===== src/rtl/div14_seq_pkg.sv =====
// Shared constants, state encoding and helpers for the div14_seq restoring divider.
package div14_seq_pkg;

   localparam int unsigned DIV14_WIDTH = 14;

   typedef enum logic [1:0] {
      S_IDLE = 2'd0,
      S_RUN  = 2'd1,
      S_DONE = 2'd2
   } div_state_e;

   // A new request may only be taken while no iteration is in flight.
   function automatic logic accepts_start(input div_state_e s);
      return (s == S_IDLE) || (s == S_DONE);
   endfunction

endpackage


===== src/rtl/div14_seq_if.sv =====
// Request/result bundle between the calculator control FSM (master) and the divider (slave).
// div_err is only present when DIV14_ERR_EN is defined.
interface div14_seq_if
   import div14_seq_pkg::*;
#(
   parameter int unsigned WIDTH = DIV14_WIDTH
);

   logic             start;
   logic [WIDTH-1:0] dividend;
   logic [WIDTH-1:0] divisor;
   logic             busy;
   logic             done;
   logic [WIDTH-1:0] quotient;
   logic [WIDTH-1:0] remainder;
`ifdef DIV14_ERR_EN
   logic             div_err;
`endif

   modport master (
`ifdef DIV14_ERR_EN
      input  div_err,
`endif
      output start,
      output dividend,
      output divisor,
      input  busy,
      input  done,
      input  quotient,
      input  remainder
   );

   modport slave (
`ifdef DIV14_ERR_EN
      output div_err,
`endif
      input  start,
      input  dividend,
      input  divisor,
      output busy,
      output done,
      output quotient,
      output remainder
   );

endinterface


===== src/rtl/div14_seq_sub15_borrow.sv =====
// Combinational W-bit subtractor returning the difference and the borrow out.
module sub15_borrow #(
   parameter int unsigned W = 15
) (
   input  logic [W-1:0] a,
   input  logic [W-1:0] b,
   output logic [W-1:0] diff,
   output logic         borrow
);

   assign {borrow, diff} = {1'b0, a} - {1'b0, b};

endmodule


===== src/rtl/div14_seq.sv =====
// Sequential unsigned restoring divider: one quotient bit per RUN cycle, start/done handshake.
// Optional feature macro DIV14_ERR_EN: zero divisor short-circuits to DONE and raises div_err.
module div14_seq
   import div14_seq_pkg::*;
#(
   parameter int unsigned WIDTH = DIV14_WIDTH
) (
   input  logic       clk,
   input  logic       rst,
   div14_seq_if.slave bus
);

   localparam int unsigned     CNT_W    = $clog2(WIDTH + 1);
   localparam logic [CNT_W-1:0] CNT_LAST = CNT_W'(WIDTH);

   div_state_e       state_q, state_d;
   logic [CNT_W-1:0] count_q, count_d;
   logic [WIDTH-1:0] rem_q, rem_d;
   logic [WIDTH-1:0] quo_q, quo_d;
   logic [WIDTH-1:0] dvs_q, dvs_d;
   logic             busy_q, busy_d;
   logic             done_q, done_d;
   logic [WIDTH-1:0] quotient_q, quotient_d;
   logic [WIDTH-1:0] remainder_q, remainder_d;
`ifdef DIV14_ERR_EN
   logic             err_pend_q, err_pend_d;
   logic             div_err_q, div_err_d;
`endif

   logic [WIDTH:0]   r_shift_c;
   logic [WIDTH:0]   trial_c;
   logic             borrow_c;
   logic             unused_trial_msb;

   // Partial remainder stays below the divisor, so it fits WIDTH bits; only the shifted value needs WIDTH+1.
   assign r_shift_c        = {rem_q, quo_q[WIDTH-1]};
   assign unused_trial_msb = trial_c[WIDTH];

   sub15_borrow #(
      .W (WIDTH + 1)
   ) u_trial_sub (
      .a      (r_shift_c),
      .b      ({1'b0, dvs_q}),
      .diff   (trial_c),
      .borrow (borrow_c)
   );

   // Next-state, datapath and registered-output logic.
   always_comb begin
      state_d     = state_q;
      count_d     = count_q;
      rem_d       = rem_q;
      quo_d       = quo_q;
      dvs_d       = dvs_q;
      busy_d      = busy_q;
      done_d      = 1'b0;
      quotient_d  = quotient_q;
      remainder_d = remainder_q;
`ifdef DIV14_ERR_EN
      err_pend_d  = err_pend_q;
      div_err_d   = div_err_q;
`endif

      case (state_q)
         S_IDLE, S_DONE: begin
            state_d = S_IDLE;
            if (accepts_start(state_q) && bus.start) begin
               state_d = S_RUN;
               rem_d   = '0;
               quo_d   = bus.dividend;
               dvs_d   = bus.divisor;
               count_d = '0;
               busy_d  = 1'b1;
`ifdef DIV14_ERR_EN
               err_pend_d = 1'b0;
               div_err_d  = 1'b0;
               // Zero divisor: preload the final answer and jump straight to the publish step.
               if (bus.divisor == '0) begin
                  rem_d      = bus.dividend;
                  quo_d      = '1;
                  count_d    = CNT_LAST;
                  busy_d     = 1'b0;
                  err_pend_d = 1'b1;
               end
`endif
            end
         end

         S_RUN: begin
            // Once all WIDTH steps are in, the next edge publishes the result.
            if (count_q == CNT_LAST) begin
               state_d     = S_DONE;
               busy_d      = 1'b0;
               done_d      = 1'b1;
               quotient_d  = quo_q;
               remainder_d = rem_q;
`ifdef DIV14_ERR_EN
               div_err_d   = err_pend_q;
`endif
            end else begin
               if (borrow_c) begin
                  rem_d = r_shift_c[WIDTH-1:0];
                  quo_d = {quo_q[WIDTH-2:0], 1'b0};
               end else begin
                  rem_d = trial_c[WIDTH-1:0];
                  quo_d = {quo_q[WIDTH-2:0], 1'b1};
               end
               count_d = count_q + CNT_W'(1);
            end
         end

         default: begin
            state_d = S_IDLE;
            busy_d  = 1'b0;
         end
      endcase
   end

   always_ff @(posedge clk or posedge rst) begin
      if (rst) begin
         state_q     <= S_IDLE;
         count_q     <= '0;
         rem_q       <= '0;
         quo_q       <= '0;
         dvs_q       <= '0;
         busy_q      <= 1'b0;
         done_q      <= 1'b0;
         quotient_q  <= '0;
         remainder_q <= '0;
`ifdef DIV14_ERR_EN
         err_pend_q  <= 1'b0;
         div_err_q   <= 1'b0;
`endif
      end else begin
         state_q     <= state_d;
         count_q     <= count_d;
         rem_q       <= rem_d;
         quo_q       <= quo_d;
         dvs_q       <= dvs_d;
         busy_q      <= busy_d;
         done_q      <= done_d;
         quotient_q  <= quotient_d;
         remainder_q <= remainder_d;
`ifdef DIV14_ERR_EN
         err_pend_q  <= err_pend_d;
         div_err_q   <= div_err_d;
`endif
      end
   end

   assign bus.busy      = busy_q;
   assign bus.done      = done_q;
   assign bus.quotient  = quotient_q;
   assign bus.remainder = remainder_q;
`ifdef DIV14_ERR_EN
   assign bus.div_err   = div_err_q;
`endif

endmodule


===== src/flat_wrapper.sv =====
// flat-port wrapper written by rule: the top's interface ports become plain ports
module div14_seq_flat import div14_seq_pkg::*;
#(
   parameter int unsigned WIDTH = DIV14_WIDTH
)
  (clk, rst, bus_start, bus_dividend, bus_divisor, bus_busy, bus_done, bus_quotient, bus_remainder);
  div14_seq_if #(.WIDTH(WIDTH)) bus_i ();
  input  logic clk;
  input  logic rst;
  input wire logic [$bits(bus_i.start)-1:0] bus_start;
  input wire logic [$bits(bus_i.dividend)-1:0] bus_dividend;
  input wire logic [$bits(bus_i.divisor)-1:0] bus_divisor;
  output wire logic [$bits(bus_i.busy)-1:0] bus_busy;
  output wire logic [$bits(bus_i.done)-1:0] bus_done;
  output wire logic [$bits(bus_i.quotient)-1:0] bus_quotient;
  output wire logic [$bits(bus_i.remainder)-1:0] bus_remainder;
  assign bus_i.start = bus_start;
  assign bus_i.dividend = bus_dividend;
  assign bus_i.divisor = bus_divisor;
  assign bus_busy = bus_i.busy;
  assign bus_done = bus_i.done;
  assign bus_quotient = bus_i.quotient;
  assign bus_remainder = bus_i.remainder;
  div14_seq #(.WIDTH(WIDTH)) u_core (.clk(clk), .rst(rst), .bus(bus_i));
endmodule

===== config.mk =====
export PLATFORM = sky130hd
export DESIGN_NAME = div14_seq_flat
export DESIGN_NICKNAME = d
export VERILOG_FILES = /design/src/rtl/div14_seq_pkg.sv /design/src/rtl/div14_seq_if.sv /design/src/rtl/div14_seq_sub15_borrow.sv /design/src/rtl/div14_seq.sv /design/src/flat_wrapper.sv
export SDC_FILE = /design/constraint.sdc
export NUM_CORES = 1
export LEC_CHECK = 0
export CAP_MARGIN = 40
export CORE_ASPECT_RATIO = 0.5
export CORE_UTILIZATION = 54
export CTS_CLUSTER_SIZE = 20
export DETAILED_ROUTE_END_ITERATION = 10
export GPL_TIMING_DRIVEN = 0
export PLACE_DENSITY = 0.8
export SYNTH_ARGS = -nofsm -noshare
export SYNTH_HDL_FRONTEND = slang
export SYNTH_SLANG_ARGS = --single-unit

===== constraint.sdc =====
create_clock -name clk -period 2.7 [get_ports clk]
set_input_delay 0.54 -clock clk [delete_from_list [all_inputs] [get_ports clk]]
set_output_delay 0.54 -clock clk [all_outputs]
set_load 0.02 [all_outputs]

==> Word-level counts from Yosys, hierarchy flattened <==
Cells that the tools add are included.
{ "totals": {"out_inout_bits": 30, "reg_bits": 78, "inputBits": 31} }
{ "op_classes": {"add_sub_neg": 2, "reduce_logical": 9, "muxes": 19, "eq_ne": 6} }
{ "ops": {"columns": ["operator", "count"], "rows": [
  ["14-bit two-way mux", 5],
  ["14-bit one-hot mux with 2 select lines", 2],
  ["15-bit by 14-bit subtractor with 16-bit output", 1],
  ["4-bit two-way mux", 2],
  ["4-bit one-hot mux with 2 select lines", 1],
  ["1-bit two-way mux", 6],
  ["2-bit AND reduction", 3],
  ["4-bit by 1-bit adder with 4-bit output, second input constant", 1],
  ["4-bit equality test, second input constant", 1],
  ["2-bit by 1-bit inequality test with 1-bit output, second input constant", 2],
  ["2-bit one-hot mux with 2 select lines", 1],
  ["3-bit AND reduction", 1],
  ["2-bit by 1-bit equality test with 1-bit output, second input constant", 1],
  ["2-bit equality test, second input constant", 1],
  ["2-bit logical NOT", 1],
  ["2-bit two-way mux", 1],
  ["2-bit inequality test, second input constant", 1],
  ["1-bit one-hot mux with 2 select lines", 1],
  ["2-bit nonzero test", 1],
  ["2-bit OR reduction", 1],
  ["1-bit logical AND", 1],
  ["1-bit logical OR", 1]
]} }

==> Depth between registers and ports, before layout <==
Gate-level depths: netlist of the first run.
{ "logic_depth": {"depth_word": 5, "depth_mapped": 10, "depth_no_buf": 10} }

==> By module <==
From an unflattened synthesis of the first run, not the netlist that was laid out.
{ "hier_totals": {"cells_unflattened": 332, "area_unflattened_um2": 4077.7} }
{ "modules_own_cells": {"columns": ["module", "seq_area_each_um2", "n_inst", "cells_each", "area_per_inst_um2"], "rows": [
  ["div14_seq", 1951.9, 1, 218, 3299.4],
  ["sub15_borrow", 0.0, 1, 114, 778.2]
]} }

==> Least setup slack after synthesis of the first run <==
No wires, ideal clock.
{ "synth_path": {"path_type": "reg-to-reg", "from": "register u_core.quo_q[13]", "to": "register u_core.rem_q[10]", "setup_slack_ps": 447, "arrival_ps": 2111, "path_buffers": 0, "setup_ps": 141, "stages_incl_launch_ff": 11, "required_time_ps": 2559, "cell_sequence": "dfrtp_1 -> inv_1 -> ha_1 -> inv_1 -> fa_1 -> a21o_1 -> a221oi_2 -> o211ai_1 -> o211ai_1 -> xor2_1 -> o221ai_1"} }
{ "synth_between": {"elab_chain_cells": 4} }
{ "synth_rtl": {"columns": ["element", "line_no", "text"], "rows": [
  ["start: declaration", "div14_seq.sv:19", "logic [WIDTH-1:0] quo_q, quo_d;"],
  ["start signal: assignment", "div14_seq.sv:138", "quo_q <= quo_d;"],
  ["15-bit by 14-bit subtractor with 16-bit output", "div14_seq_sub15_borrow.sv:11", "assign {borrow, diff} = {1'b0, a} - {1'b0, b};"],
  ["14-bit two-way mux", "div14_seq.sv:101", "if (borrow_c) begin"],
  ["14-bit two-way mux", "div14_seq.sv:91", "if (count_q == CNT_LAST) begin"],
  ["14-bit one-hot mux with 2 select lines", "div14_seq.sv:64", "case (state_q)"],
  ["end signal: assignment", "div14_seq.sv:137", "rem_q <= rem_d;"],
  ["end: declaration", "div14_seq.sv:18", "logic [WIDTH-1:0] rem_q, rem_d;"]
]} }
Every way passes these cells. The select of a mux whose other input is x is not followed.
A chain may end at the register's enable or synchronous reset.

==> Worst setup path in the final report of the first run <==
Same ends and word-level chain as after synthesis.

==> results of run 1 <==
==> power by group through the flow <==
| stage | Clock (mW) | Sequential, mW | Combinational (mW) |
|---|---|---|---|
| global placement | 0 | 2.07 | 3.82 |
| finish | 1.19 | 2.10 | 4.14 |
| global route | 1.26 | 2.16 | 4.52 |
| floorplan | 0 | 2.19 | 2.76 |
| detailed placement | 0 | 2.10 | 3.99 |
| CTS | 1.21 | 2.09 | 4.06 |
==> per-stage QoR <==
| step | utilization | cells |
|---|---|---|
| 2_1_floorplan | - | 375 |
| 3_3_place_gp | 0.6799 | 527 |
| 3_5_place_dp | 0.6843 | 528 |
| 4_1_cts | 0.7266 | 544 |
| 5_1_grt | 0.7286 | 544 |
| 6_report | 0.7286 | 544 |
==> worst paths after layout <==
path	start	to	slack, ns	cells after the start
hold reg to reg	u_core.bus.quotient[11]$_DFFE_PP0P_	u_core.bus.quotient[11]$_DFFE_PP0P_	0.51	1
max in group asynchronous	rst	u_core.dvs_q[3]$_DFFE_PP0P_	1.62	3
setup / recovery	u_core.quo_q[13]$_DFFE_PP0P_	u_core.rem_q[10]$_DFFE_PP0P_	0.19	10
hold / removal	rst	u_core.bus.done$_DFF_PP0_	0.51	2
min in group clk	u_core.bus.quotient[11]$_DFFE_PP0P_	u_core.bus.quotient[11]$_DFFE_PP0P_	0.51	1
setup reg to reg	u_core.quo_q[13]$_DFFE_PP0P_	u_core.rem_q[10]$_DFFE_PP0P_	0.19	10
==> Yosys cell counts (all sizes together) (3+ instances only) <==
| cell | instances | share of area |
|---|---|---|
| a21o | 6 | 0.012 |
| a21oi | 10 | 0.015 |
| a31oi | 3 | 0.0085 |
| buf | 8 | 0.013 |
| clkbuf | 12 | 0.012 |
| dfrtp | 78 | 0.49 |
| ha | 16 | 0.050 |
| inv | 19 | 0.018 |
| mux2 | 28 | 0.080 |
| mux2i | 13 | 0.033 |
| nand2 | 55 | 0.052 |
| nand2b | 3 | 0.0047 |
| nand3 | 14 | 0.018 |
| nor2 | 14 | 0.013 |
| nor2b | 3 | 0.0054 |
| nor3 | 5 | 0.0076 |
| o211ai | 12 | 0.029 |
| o21ai | 37 | 0.047 |
| o221ai | 3 | 0.0066 |
| or3 | 3 | 0.0047 |
| xnor2 | 4 | 0.0088 |
| xor2 | 8 | 0.018 |
==> sequential cells by signal (all words and copies together), names as in the netlist <==
signal / flops
u_core.bus.busy: 1
u_core.quo_q: 14
u_core.bus.remainder: 14
u_core.bus.quotient: 14
u_core.rem_q: 14
u_core.count_q: 4
u_core.dvs_q: 14
u_core.state_q: 2
u_core.bus.done: 1
==> layout by cell type, fill, tap and decap left out, drive strengths merged, types with 5 or more instances in the layout <==
master         count
o21ai             37
nand2             55
inv               19
dfrtp             78
mux2              28
nand3             14
xor2               8
buf                9
nor2              14
nor3               5
clkinv             5
a21o               6
ha                16
clkdlybuf4s50     60
mux2i             13
o211ai            12
a21oi             10
clkbuf            22
==> area by class of cell <==
type | instances | area (µm²) | area share
sequential | 78 | 1952 | 0.3891
multi-input combinational | 258 | 1858 | 0.3704
timing repair buffer | 61 | 628.1 | 0.1252
clock buffer | 10 | 229.0 | 0.04565
tap | 92 | 115.1 | 0.02295
buffer | 20 | 97.59 | 0.01946
inverter | 19 | 73.82 | 0.01472
clock inverter | 6 | 62.56 | 0.01247
==> routing by layer <==
metal / GRT usage / routed length, µm
met1: 0.3648 / 4311
met2: 0.4211 / 4317
met4: 0.06627 / 91
met3: 0.07299 / 523
met5: 0 / 0
==> cell families after synthesis <==
| logic type | Yosys count |
|---|---|
| buffers and inverters | 39 |
| muxes | 41 |
| AOI/OAI and AO/OA | 85 |
| xor gates and xnor gates | 12 |
| adders and majority gates | 17 |
| DFF | 78 |
| and+or+nand+nor | 103 |
==> results.py, run 1 <==
metrics = {
    "status": {
        "status": "finished, final reports clean",
    },
    "logic_synthesis": {
        "ys_seq_area_frac": 0.4923,
        "mappedNetlistArea_um2": 3965,
        "yosys_warnings": 0,
        "synth_fa_ha_area_frac": 0.05554,
        "synth-main-ff-cell": "dfrtp_1",
        "muxShareOfSynthArea": 0.1123,
        "ys_ff_latch": 78,
        "synthDistinctLibCells": 49,
        "syn-num-nets": 423,
        "synth_xor_area_frac": 0.02651,
        "postSynthAreaPerCell_um2": 10.57,
        "synth_top_family_by_area": "compound AO/OA/AOI/OAI gates",
        "synthCells": 375,
        "async_flop_share": 1.000,
        "yosys.area_share.simple": 0.1155,
        "synth_edf_count": 0,
        "synth_compound_area_frac": 0.1553,
    },
    "floorplanning": {
        "die_w_um": 123.2,
        "die_area_um2": 7710,
        "die_h_um": 62.59,
        "pin_count": 61,
        "core_um2": 6884,
        "row_count": 21,
        "initial_core_util": 0.5760,
    },
    "grt": {
        "antenna_found_initial": 0,
        "grt_usage": 0.2666,
        "grt_start_max_net_pins": 57,
        "grt_pass1_vias": 3137,
        "grt-ovfl-total": 0,
        "grt_pass1_wl_mm": 15.42,
    },
    "finish": {
        "fillers": 488,
        "drive_gt1_frac": 0.1549,
        "design_area_um2": 5016,
        "nNetsFinal": 495,
        "antennaDiodeCount": 0,
        "area.growth.synth_to_final_pct": 26.51,
    },
    "power": {
        "seqPwrFrac": 0.282,
        "p_sw_mw": 3.145,
        "p_leak_nw": 2.232,
        "swShare": 0.4236,
        "cellPowerDensity_nw_per_um2": 1480,
        "p_int_mw": 4.280,
        "ir_drop_mv": 0.6134,
        "p_total_mw": 7.425,
        "p_clk_frac": 0.161,
        "power_frac_comb": 0.557,
    },
    "worst_setup_path": {
        "crit_fanout": 4,
        "cpPeakStageDelay_ns": 0.41,
        "path_cells": "inv_2, ha_2, inv_1, fa_1, a21o_1, a221oi_4, o211ai_1, o211ai_1, xor2_1, o221ai_1",
        "worstSetupPathType": "register to register",
        "crit_path_end_kind": "register",
        "crit_family": "compound AO/OA/AOI/OAI gates",
        "cpMostUsedCell": "o211ai_1",
        "crit_slowest_cell": "fa_1",
        "path_buf_inv": 2,
        "arrival_ns": 2.71,
        "startpoint_type": "register",
        "worstPathRequired_ns": 2.90,
    },
    "cts": {
        "htreeDepth": 3,
        "postCtsSetupRepairBufs": 0,
        "cts_hold_buf": 0,
        "root_buffer": "clkbuf_16",
        "clk_pin_slew_ns": 0.06,
        "insertion_delay_ns": 0.34,
        "cts_max_path_buffers": 2,
        "cts_resized": 0,
        "cts_buffers": 9,
        "cts_tree": "built",
        "clock-sinks": 78,
    },
    "place": {
        "placed_cell_area_um2": 4711,
        "dp_worst_setup_slack_ns": 0.09106,
        "gp_congestion": 0.8506,
        "io_buffer_count": 60,
        "hpwl_mm": 6.516,
    },
    "detailed_routing": {
        "routed_via_density": 5.645,
        "routedWlPerCell_um": 16.99,
        "antenna_left": 0,
        "wirelength_mm": 9.243,
        "drtIter0Drc": 268,
        "num_vias": 3071,
        "drc": 0,
        "firstDrtPassIters": 4,
    },
    "sta": {
        "tns_ns": 0,
        "worstMarginPinSlew_ns": 0.6726,
        "finalCritPeriodShare": 0.9288,
        "maxSlewViolCount": 0,
        "finalClockSkew_ns": 0.006009,
        "relSlewSlack": 0.5516,
        "rsz0062_at_grt": "no",
        "final_hold_viol_count": 0,
        "fin_crit_ns": 2.508,
        "setup_slack_ns": 0.1921,
        "finalSetupViolCount": 0,
        "clock.fmax_ghz": 0.3987,
        "whs_ns": 0.5057,
    },
    "run": {
        "max-cap-violations": 0,
    },
    "hold_path": {
        "hold_class": "input port to asynchronous set/reset pin",
    },
}
Note: power is estimated with default switching activity, not from simulation.
==> inputs of run 2 (changes only) <==
--- a/config.mk
+++ b/config.mk
@@ -15,3 +15,4 @@
 export SYNTH_ARGS = -nofsm -noshare
 export SYNTH_HDL_FRONTEND = slang
 export SYNTH_SLANG_ARGS = --single-unit
+export TNS_END_PERCENT = 100
==> results of run 2 <==
The final DEF is identical to that of run 1; final timing and power are the same.
==> patch 1 (settings of run 1) <==
Make the reset (`rst`) synchronous in one clocked block.
--- a/src/rtl/div14_seq.sv
+++ b/src/rtl/div14_seq.sv
@@ -117,5 +117,5 @@
    end
 
-   always_ff @(posedge clk or posedge rst) begin
+   always_ff @(posedge clk) begin
       if (rst) begin
          state_q     <= S_IDLE;
Behaviour: differs if rst is asserted again (counterexample within 4 cycles, from zero or initial values and one cycle with rst high); with rst held inactive, the same outputs for 10 cycles.
==> patch 1 against run 1 <==
  * Routed wire length shrank 5.0%
  * Non-clock buffer count grew 7
  * Power shrank 36%
  * Worst setup slack gained 0.18 ns
  * Final cell count grew 16%
  * Largest power group unchanged
  * Sequential power shrank 34%
  * Global-route usage shrank 0.13 points
  * Cell area shrank 6.5%
  * Die area shrank 7.3%
  * Synthesized area shrank 7.5%
  * Sequential cell count is the same
==> patch 1: results (changes against run 1) <==
MAXIMUM_NUMBER_OF_PINS_ON_ONE_NET_BEFORE_GLOBAL_ROUTE_REPAIR=14  # was 57
WORSTPATHARRIVAL_NS=2.55  # was 2.71 ns
REG2REG_SLACK_NS=0.37  # was 0.19 ns
SYNTH.TOP_CELLS.BY_AREA='sky130_fd_sc_hd__dfxtp_1, sky130_fd_sc_hd__nand2_1, sky130_fd_sc_hd__a21oi_1'  # was sky130_fd_sc_hd__dfrtp_1, sky130_fd_sc_hd__mux2_2, sky130_fd_sc_hd__nand2_1
COMPOUND_CELL_AREA_SHARE_OF_THE_YOSYS_NETLIST_PCT=20.2  # was 15.5%
WORST_HOLD_PATH_TYPE='flop to flop'  # was input port to async pin
CLOCK_GROUP_TOTAL_POWER_mW=1.27  # was 1.19 mW
CLOCK_TREE_AREA_FRACTION_PCT=6.64  # was 5.81%
WL_MET2_UM=3990  # was 4320 um
SYNTH_COMMON_CELLS='sky130_fd_sc_hd__nand2_1, sky130_fd_sc_hd__dfxtp_1, sky130_fd_sc_hd__a21oi_1, sky130_fd_sc_hd__nand3_1, sky130_fd_sc_hd__nor2_1'  # was sky130_fd_sc_hd__dfrtp_1, sky130_fd_sc_hd__nand2_1, sky130_fd_sc_hd__o21ai_0, sky130_fd_sc_hd__mux2_2, sky130_fd_sc_hd__inv_1
GRT_UTIL_MET3_PCT=8.97  # was 7.30%
POSTSYNTH.TOPFLOPCELL='sky130_fd_sc_hd__dfxtp_1'  # was sky130_fd_sc_hd__dfrtp_1
CRIT_END='u_core.rem_q[12]'  # was u_core.rem_q[10]
IRDROPWORSTVDD_uV=713  # was 613 uV
PLACE_HPWL_UM=6390  # was 6520 um
OUTCOME='completed'  # unchanged
GLOBAL_ROUTE.USAGE.MET2_PCT=44.6  # was 42.1%
LAYOUT.CLOCK_BUFFERS=9  # was 10
GRTUSAGEMET1_PCT=33.2  # was 36.5%
FLIP_FLOP_AND_LATCH_COUNT=78  # unchanged
WORST_SETUP_SKEW_AFTER_LAYOUT_NS=0.00450  # was 0.00601 ns
AREA_OF_THE_MULTI_INPUT_GATES_UM2=1910  # was 1860 um2
NONCLK_BUF_COUNT=88  # was 81
TIMING.MAX_SLEW.REL_SLACK_PCT=62.4  # was 55.2%
ROUTE.DETAILED.VIAS_PER_INST=5.45  # was 5.65
patch 1: cell types whose count changed after synthesis, moves of 11 or more:
cell,change
sky130_fd_sc_hd__a21oi_1,+51
sky130_fd_sc_hd__a311oi_1,+14
sky130_fd_sc_hd__dfrtp_1,-78
sky130_fd_sc_hd__dfxtp_1,+78
sky130_fd_sc_hd__mux2_2,-28
sky130_fd_sc_hd__nand2_1,+71
sky130_fd_sc_hd__nand3_1,+15
sky130_fd_sc_hd__nor2_1,+11
sky130_fd_sc_hd__o21ai_0,-27
patch 1: metrics by stage:
step	setup WS [ns]	instances	util [%]
detailed placement	0.182	616	69.4
floorplan	0.712	468	-
global route	0.297	631	74.4
CTS	0.378	631	74.4
finish	0.371	631	74.4
global placement	0.248	616	69.4
patch 1: cells by family after synthesis:
kind of cell / after synthesis
AOI/OAI and AO/OA: 115
DFF: 78
adders and majority gates: 17
muxes: 3
xor gates and xnor gates: 11
and+or+nand+nor: 197
buffers and inverters: 47
==> patch 2 (config.mk and constraints of run 1) <==
Made on the original files. Change the package constant `DIV14_WIDTH` from 14 to 16.
--- a/src/rtl/div14_seq_pkg.sv
+++ b/src/rtl/div14_seq_pkg.sv
@@ -2,5 +2,5 @@
 package div14_seq_pkg;
 
-   localparam int unsigned DIV14_WIDTH = 14;
+   localparam int unsigned DIV14_WIDTH = 16;
 
    typedef enum logic [1:0] {
Interface: changed (resized bus_dividend, bus_divisor, bus_quotient and bus_remainder); port bits go from 61 to 69. No check against the original RTL was run, so the function may have changed too.
==> patch 2 against run 1 <==
  * First-iteration DRC count is 6.0% higher
  * Routed wire length is 26% higher
  * Core utilization is 0.80 points lower
  * Synthesized area is 18% higher
  * Power is 24% higher
  * Global-route usage is 1.5 points higher
  * Hold slack worse by 0.034 ns
  * Via count is 33% higher
  * Count of clock-buffer cells in the layout stayed put
  * Worst setup slack worse by 0.080 ns
  * Sequential cell count is 11 higher
  * Cell area is 17% higher
  * Fmax is 3.1% lower
  * Largest cell class is now multi-input combinational cells
  * Largest power group unchanged
==> patch 2: results (changes against run 1) <==
SYNTH.TOP_CELLS.BY_AREA='sky130_fd_sc_hd__dfrtp_1, sky130_fd_sc_hd__nand2_1, sky130_fd_sc_hd__ha_1'  # was sky130_fd_sc_hd__dfrtp_1, sky130_fd_sc_hd__mux2_2, sky130_fd_sc_hd__nand2_1
FIN_WORST_HOLD_SLACK_NS=0.472  # was 0.506 ns
WORSTPATHARRIVAL_NS=2.81  # was 2.71 ns
WORST_SLEW_PIN_SLEW_NS=0.645  # was 0.673 ns
POST_DP_CELL_AREA_UM2=5530  # was 4710 um2
P_INT_mW=5.04  # was 4.28 mW
IRDROPWORSTVDD_uV=674  # was 613 uV
SYNTH_COMMON_CELLS='sky130_fd_sc_hd__nand2_1, sky130_fd_sc_hd__dfrtp_1, sky130_fd_sc_hd__o21ai_0, sky130_fd_sc_hd__nor2_1, sky130_fd_sc_hd__inv_1'  # was sky130_fd_sc_hd__dfrtp_1, sky130_fd_sc_hd__nand2_1, sky130_fd_sc_hd__o21ai_0, sky130_fd_sc_hd__mux2_2, sky130_fd_sc_hd__inv_1
CRIT_SLOWEST_CELL='sky130_fd_sc_hd__dfrtp_1'  # was sky130_fd_sc_hd__fa_1
FILLER_CELL_COUNT=646  # was 488
DPL_WORST_SLACK_NS=-0.00135  # was 0.0911 ns
GRT_PASS1_VIAS=3872  # was 3137
VIAS=4079  # was 3071
P_LEAK_nW=2.71  # was 2.23 nW
AREAGROWTHSYNTHTOFINISH_PCT=26.2  # was 26.5%
PLACE.GP.CONGESTION=0.855  # was 0.851
WORST_SETUP_SKEW_AFTER_LAYOUT_NS=0.00711  # was 0.00601 ns
SYNTH.YOSYS.SEQ_AREA_SHARE_PCT=47.7  # was 49.2%
CRITICAL_PATH_PEAK_FANOUT=3  # was 4
GRT_PASS1_WL_UM=19100  # was 15400 um
SYN-NUM-NETS=577  # was 423
ROUTE.DETAILED.VIAS_PER_INST=5.66  # was 5.65
AGGREGATE_GLOBAL_ROUTE_RESOURCE_USAGE_PCT=28.2  # was 26.7%
SYNTH.MUX.AREA_FRACTION_PCT=0.241  # was 11.2%
CTS_RESIZED=1  # was 0
SYNTH_XOR_AREA_SHARE_PCT=2.44  # was 2.65%
REG2REG_SLACK_NS=0.11  # was 0.19 ns
FINAL_PERIOD_MINUS_WORST_SETUP_SLACK_NS=2.59  # was 2.51 ns
DR.PASS1.ITERS=5  # was 4
FINAL_NET_COUNT=658  # was 495
WORST_HOLD_PATH_TYPE='flop to flop'  # was input port to async pin
POST_SYNTH.CELL_AREA_AVG_UM2=8.92  # was 10.6 um2
WL_PER_CELL_UM=16.2  # was 17.0 um
FINAL_LAYOUT_SIZE_SUFFIX_GT1_SHARE_PCT=9.03  # was 15.5%
MAXIMUM_NUMBER_OF_PINS_ON_ONE_NET_BEFORE_GLOBAL_ROUTE_REPAIR=35  # was 57
OUTCOME='completed'  # unchanged
COMPOUND_CELL_AREA_SHARE_OF_THE_YOSYS_NETLIST_PCT=16.9  # was 15.5%
patch 2: changes by cell type in the layout (fill, tap and decap cells not counted), moves of 9 or more:
cell / run 1 / this run
sky130_fd_sc_hd__a31oi_1: 2 / 16
sky130_fd_sc_hd__and3_1: 2 / 11
sky130_fd_sc_hd__dfrtp_1: 78 / 89
sky130_fd_sc_hd__mux2_2: 28 / 1
sky130_fd_sc_hd__mux2i_1: 13 / 0
sky130_fd_sc_hd__nand2_1: 55 / 163
sky130_fd_sc_hd__nand4_1: 1 / 11
sky130_fd_sc_hd__nor2_1: 14 / 25
patch 2: power by group through the flow:
stage	Combinational (mW)	Clock, mW	Sequential (mW)
global route	5.87	1.45	2.53
floorplan	3.54	0	2.59
finish	5.35	1.38	2.46
global placement	5.01	0	2.44
detailed placement	5.13	0	2.47
CTS	5.22	1.40	2.45
patch 2: worst register-to-register path, cell delays in order, from the launching register on:
cell                       delay [ns]
sky130_fd_sc_hd__dfrtp_1         0.41
sky130_fd_sc_hd__inv_1           0.11
sky130_fd_sc_hd__ha_1            0.17
sky130_fd_sc_hd__inv_1           0.05
sky130_fd_sc_hd__fa_1            0.40
sky130_fd_sc_hd__a21o_1          0.27
sky130_fd_sc_hd__a221oi_4        0.29
sky130_fd_sc_hd__o21bai_1        0.17
sky130_fd_sc_hd__xnor2_1         0.21
sky130_fd_sc_hd__a211oi_1        0.08
sky130_fd_sc_hd__a221o_1         0.30
patch 2: worst min-delay path by stage:
stage	from	to	slack, ns	depth (start not counted)
finish	u_core.bus.remainder[8]	u_core.bus.remainder[8]	0.47	2
global route	u_core.bus.remainder[8]	u_core.bus.remainder[8]	0.49	2
detailed placement	u_core.bus.remainder[4]	u_core.bus.remainder[4]	0.46	2
global placement	u_core.bus.remainder[8]	u_core.bus.remainder[8]	0.46	2
floorplan	u_core.dvs_q[0]	u_core.dvs_q[0]	0.45	2
CTS	u_core.bus.remainder[4]	u_core.bus.remainder[4]	0.48	2
patch 2: layout make-up:
| class | count | share of cell area (%) |
|---|---|---|
| inverters | 24 | 1.59 |
| clock buffers | 10 | 4.06 |
| clock inverters | 6 | 1.53 |
| repair buffers | 70 | 12.2 |
| well taps | 112 | 2.38 |
| plain buffers | 28 | 2.25 |
| flip-flops and latches | 89 | 37.8 |
| multi-input cells | 382 | 38.1 |
patch 2: per-layer routing:
| metal | global-route usage [%] | vias to the layer above | wire length [um] |
|---|---|---|---|
| li1 | - | 1948 | - |
| met1 | 36.6 | 1977 | 5340 |
| met2 | 45.7 | 136 | 5300 |
| met3 | 7.43 | 18 | 766 |
| met4 | 11.2 | 0 | 238 |
| met5 | 0 | - | 0 |
